<file path="src/rtl/icache.sv">
// Direct-mapped instruction cache: combinational hit path and one blocking miss at a time.
// Optional hit/miss statistics ports are built when ICACHE_STATS_EN is defined.
module icache #(
  parameter int XLEN         = 32,
  parameter int ICACHE_LINES = 32
) (
  input  logic            clock,
  input  logic            reset,
  input  logic [XLEN-1:0] proc2Icache_addr,
  output logic [63:0]     Icache_data_out,
  output logic            Icache_valid_out,
  output logic [1:0]      proc2Imem_command,
  output logic [XLEN-1:0] proc2Imem_addr,
  input  logic [3:0]      Imem2proc_response,
  input  logic [63:0]     Imem2proc_data,
  input  logic [3:0]      Imem2proc_tag
`ifdef ICACHE_STATS_EN
  ,
  output logic [31:0]     icache_hits,
  output logic [31:0]     icache_misses
`endif
);

  localparam int IDX_W = $clog2(ICACHE_LINES);
  localparam int TAG_W = XLEN - 3 - IDX_W;
  localparam logic [1:0] BUS_NONE = 2'd0;
  localparam logic [1:0] BUS_LOAD = 2'd1;

  typedef enum logic [1:0] {IDLE, REQ, WAIT} state_t;

  state_t                  state, state_nxt;
  logic [ICACHE_LINES-1:0] line_valid;
  logic [TAG_W-1:0]        tag_arr  [ICACHE_LINES];
  logic [63:0]             data_arr [ICACHE_LINES];

  logic [IDX_W-1:0] idx, miss_idx;
  logic [TAG_W-1:0] addr_tag, miss_tag;
  logic [3:0]       mem_tag;
  logic             hit, start_miss, take_resp, fill;
  logic             addr_offset_unused;

  assign idx                = proc2Icache_addr[IDX_W+2:3];
  assign addr_tag           = proc2Icache_addr[XLEN-1:IDX_W+3];
  assign addr_offset_unused = ^proc2Icache_addr[2:0];

  // Lookup is purely combinational; a line filled this cycle is seen next cycle.
  assign hit              = !reset && line_valid[idx] && (tag_arr[idx] == addr_tag);
  assign Icache_valid_out = hit;
  assign Icache_data_out  = hit ? data_arr[idx] : 64'd0;

  always_comb begin
    state_nxt         = state;
    proc2Imem_command = BUS_NONE;
    proc2Imem_addr    = '0;
    start_miss        = 1'b0;
    take_resp         = 1'b0;
    fill              = 1'b0;
    if (!reset) begin
      case (state)
        IDLE: begin
          if (!hit) begin
            start_miss = 1'b1;
            state_nxt  = REQ;
          end
        end
        REQ: begin
          proc2Imem_command = BUS_LOAD;
          proc2Imem_addr    = {miss_tag, miss_idx, 3'b000};
          if (Imem2proc_response != 4'd0) begin
            take_resp = 1'b1;
            state_nxt = WAIT;
          end
        end
        WAIT: begin
          // A zero captured tag never matches, so idle-bus tag 0 cannot fill.
          if ((Imem2proc_tag == mem_tag) && (mem_tag != 4'd0)) begin
            fill      = 1'b1;
            state_nxt = IDLE;
          end
        end
        default: state_nxt = IDLE;
      endcase
    end
  end

  always_ff @(posedge clock) begin
    if (reset) begin
      state      <= IDLE;
      line_valid <= '0;
      mem_tag    <= 4'd0;
    end else begin
      state <= state_nxt;
      if (take_resp) mem_tag <= Imem2proc_response;
      if (fill) begin
        line_valid[miss_idx] <= 1'b1;
        mem_tag              <= 4'd0;
      end
    end
  end

  // Miss address and line storage carry no reset; they are qualified by state and valid bits.
  always_ff @(posedge clock) begin
    if (start_miss) begin
      miss_idx <= idx;
      miss_tag <= addr_tag;
    end
    if (fill) begin
      tag_arr[miss_idx]  <= miss_tag;
      data_arr[miss_idx] <= Imem2proc_data;
    end
  end

`ifdef ICACHE_STATS_EN
  always_ff @(posedge clock) begin
    if (reset) begin
      icache_hits   <= 32'd0;
      icache_misses <= 32'd0;
    end else begin
      if (hit)        icache_hits   <= icache_hits + 32'd1;
      if (start_miss) icache_misses <= icache_misses + 32'd1;
    end
  end
`endif

endmodule

</file>
<file path="config.mk">
export PLATFORM = sky130hd
export DESIGN_NAME = icache
export DESIGN_NICKNAME = d
export VERILOG_FILES = /design/src/rtl/icache.sv
export SDC_FILE = /design/constraint.sdc
export NUM_CORES = 2
export LEC_CHECK = 0
export BUFFER_PORTS_ARGS = -buffer_cell sky130_fd_sc_hd__buf_2
export CORE_MARGIN = 2
export CORE_UTILIZATION = 62
export DETAILED_ROUTE_END_ITERATION = 8
export HOLD_SLACK_MARGIN = 0.03
export PLACE_DENSITY = 0.79
export REMOVE_ABC_BUFFERS = 1
export SLEW_MARGIN = 40
export SYNTH_ARGS = -nofsm -noshare
export SYNTH_HDL_FRONTEND = slang
export SYNTH_SLANG_ARGS = --single-unit
</file>
<file path="constraint.sdc">
create_clock -name clock -period 8 [get_ports clock]
set_clock_uncertainty 0.1 [all_clocks]
set_input_delay 0.8 -clock clock [delete_from_list [all_inputs] [get_ports clock]]
set_output_delay 0.8 -clock clock [all_outputs]
set_load 0.05 [all_outputs]
</file>
==> key figures <==
Floorplanning
  • Die area: 181800 µm²
  • # rows: 155
  • Floorplan core area: 177800 µm²
  • Die Y: 426.4 µm
  • Die width: 426.4 µm
  • Starting Density: 62.21%
  • Ports: 205

Status
  • Status: complete, no violations

Global routing
  • M3 GR Usage: 8.593%
  • Met1 usage: 46.60%
  • Largest net degree at the start of global routing: 89
  • Total global-route track usage: 34.74%
  • First-pass GRT wire length: 438.1 mm
  • Total gr overflow: 0
  • GR Layer Usage met2: 54.68%
  • Vias in the first global route: 58130
  • GRT busiest layer: met2
  • Initial antenna violation count: 21

Placed design
  • Setup WS pre-CTS: 1.418 ns
  • Dpl hpwl: 141.6 mm
  • Post-DP Area: 115600 µm²
  • Dpl cells: 7187
  • Port-buffer cells: 197
  • Routability cong.: 0.7917

Yosys
  • Async SR Flop Fraction: 0%
  • Seq/Total Area, Yosys: 77.91%
  • Commonest register cell after synthesis: edfxtp_1
  • Synth cell count leaders: edfxtp_1 (2845), mux4_2 (797), nand2_1 (183), nor2_1 (103), mux2i_1 (87)
  • #FFs+latches synth: 2883
  • Top-count cell post-synth: edfxtp_1
  • EDFF count, synth: 2845
  • Mapped Area: 110600 µm²
  • Top cells by area, synth: edfxtp_1 (77%), mux4_2 (16%), mux2i_1 (0.79%), dfxtp_1 (0.69%), nand2_1 (0.62%)
  • Post-synthesis instance total: 4713
  • Yosys top cell by area: edfxtp_1
  • Yosys synthesis warning count: 0
  • Distinct cell type count after synthesis: 66
  • Post-synth top area share: 77.22%
  • Post-Syn Area per Cell: 23.47 µm²

Worst hold path
  • Hold Path Depth: 3
  • Hold path start: Imem2proc_response[2]
  • Worst Hold Endpoint: mem_tag[2]$_SDFFE_PP0P_
  • Hold WC Path Type: input port to flop

Clock tree
  • CTS tree: built
  • Worst-path clk slew: 0.06 ns
  • CTS max path bufs: 4
  • Root Buffer: clkbuf_16
  • CTS Buf Count: 288
  • Sinks on Clock Net: 2883
  • H-tree depth: 5
  • Setup Fix Bufs, Post-CTS: 0
  • Worst skew pair latency: 0.93 ns

Detailed routing
  • Routed wire length: 323.1 mm
  • DR vias/cell: 7.487
  • Vias: 57730
  • Post-DRT Antenna Nets: 0
  • Pre-antenna DRT Iters: 6
  • DRT iter0 DRCs: 10620
  • DRC Markers: 0
  • Wirelength per Cell: 41.90 µm

STA
  • RSZ-0062 raised after global routing: no
  • Least-Margin Pin Slew: 0.9992 ns
  • Fin crit period: 6.874 ns
  • Final hold vios: 0
  • Max Fclk: 0.1455 GHz
  • Final WS setup: 1.126 ns
  • WHS: 0.05888 ns
  • Max Transition Viols Final: 0
  • Period Utilization, post-route: 85.92%
  • Slew margin rel.: 33.25%
  • Setup violators final: 0

Worst setup path
  • CP Class: input port to output pin
  • R2r setup slk: 3.12 ns
  • Cells on worst reg2reg path: 10
  • Worst setup SP type: input port
  • Req. time, crit path: 7.10 ns
  • RR Startpoint: tag_arr[23][6]$_DFFE_PP_
  • CP arrival: 5.97 ns
  • Worst Setup End Kind: output pin
  • Reg2reg end: miss_tag[7]$_DFFE_PP_
  • Max Fanout on Critical Path: 48

Power
  • Power consumption: 31.06 mW
  • Leakage: 39.39 nW
  • VDD IR max: 0.2457 mV
  • PwrDens: 249.1 nW/µm²

Finish
  • Final std cells w/o fill: 7710
  • Post-layout net count: 5263
  • Area of the multi-input gates: 23270 µm²
  • Layout cells sized above 1: 30.98%
  • Area grow syn2layout: 12.69%
  • Post-route design area: 124700 µm²
  • Register Area: 86190 µm²
  • Fillers: 9448

Flow run
  • Maxcap violations: 0
==> worst max-delay path by stage <==
stage / cells after the start / slack [ns] / start / to
after CTS: 17 / 1.18 / proc2Icache_addr[4] / Icache_data_out[38]
after global routing: 18 / 1.04 / proc2Icache_addr[4] / Icache_data_out[38]
after detailed placement: 17 / 1.42 / proc2Icache_addr[4] / Icache_data_out[38]
after global placement: 11 / 1.27 / proc2Icache_addr[3] / miss_tag[20]$_DFFE_PP_
final: 17 / 1.13 / proc2Icache_addr[4] / Icache_data_out[38]
after floorplan: 8 / -3.19 / proc2Icache_addr[7] / miss_idx[0]$_DFFE_PP_
==> routing by layer <==
metal	vias up	wire length (µm)
li1	20930	-
met1	29650	101500
met2	5917	156500
met3	1219	45920
met4	14	19080
met5	-	94
==> worst max-delay path: stages <==
cell	delay, ns
buf_8	0.08
buf_16	0.25
buf_16	0.33
buf_4	0.37
buf_4	0.32
mux2i_1	0.27
a22o_1	0.22
or3_1	0.12
o22ai_1	0.11
a2111oi_2	0.69
nand4_1	0.21
or4_4	0.73
buf_12	0.24
buf_12	0.22
buf_4	0.28
a21oi_2	0.23
buf_2	0.30
==> final cells by class <==
cell class	count	area share [%]
Antenna cell	7	0.01405
Tap cell	2355	2.363
Multi-Input combinational cell	1575	18.67
Clock inverter	118	0.7376
Inverter	9	0.03914
Clock buffer	363	6.160
Sequential cell	2883	69.14
Timing Repair Buffer	400	2.885
==> layout by cell type (no fill, tap or decap), drive strengths merged, types with 8 or more instances in the layout <==
cell	n
a21oi	113
a22oi	29
a32oi	8
and2	36
buf	384
bufinv	14
clkbuf	364
clkinv	94
clkinvlp	9
dfxtp	38
dlygate4sd3	15
edfxtp	2845
inv	10
mux2i	87
mux4	810
nand2	183
nand2b	9
nand3	18
nor2	103
nor2b	9
nor3	16
o21ai	9
o22ai	15
xnor2	14
xor2	21
==> state kept, by name (all words and copies together) (netlist names) <==
signal      flops
data_arr     2048
tag_arr       768
line_valid     32
miss_tag       24
miss_idx        5
mem_tag         4
state           2
==> what timing repair did <==
| item | CTS | global route |
|---|---|---|
| gates resized for setup | 0 | 0 |
| hold buffers | 15 | 0 |
| endpoints found under the hold margin | 15 | 0 |
==> power breakdown <==
part | leakage [nW] | switching [mW] | internal [mW] | total [mW]
clock network | 4.19 | 5.74 | 7.22 | 13.0
registers | 25.9 | 0.0492 | 16.6 | 16.7
logic | 9.32 | 0.859 | 0.560 | 1.42
total | 39.4 | 6.64 | 24.4 | 31.1
==> logic make-up after synthesis <==
family	Yosys count	synth area share (%)
buffers and inverters	258	1.305
multiplexers	904	17.39
other	1	0.003390
XOR/XNOR	35	0.2771
AND/OR/NAND/NOR	411	1.662
AO/OA/AOI/OAI	221	1.452
flip-flops	2883	77.91
==> through the flow <==
stage	setup TNS, ns	utilization (%)
floorplan	-157.56	-
global placement	0	64.55
detailed placement	0	65.01
CTS	0	69.93
global route	0	70.10
finish	0	70.10
Power figures use the tool's default switching activity.
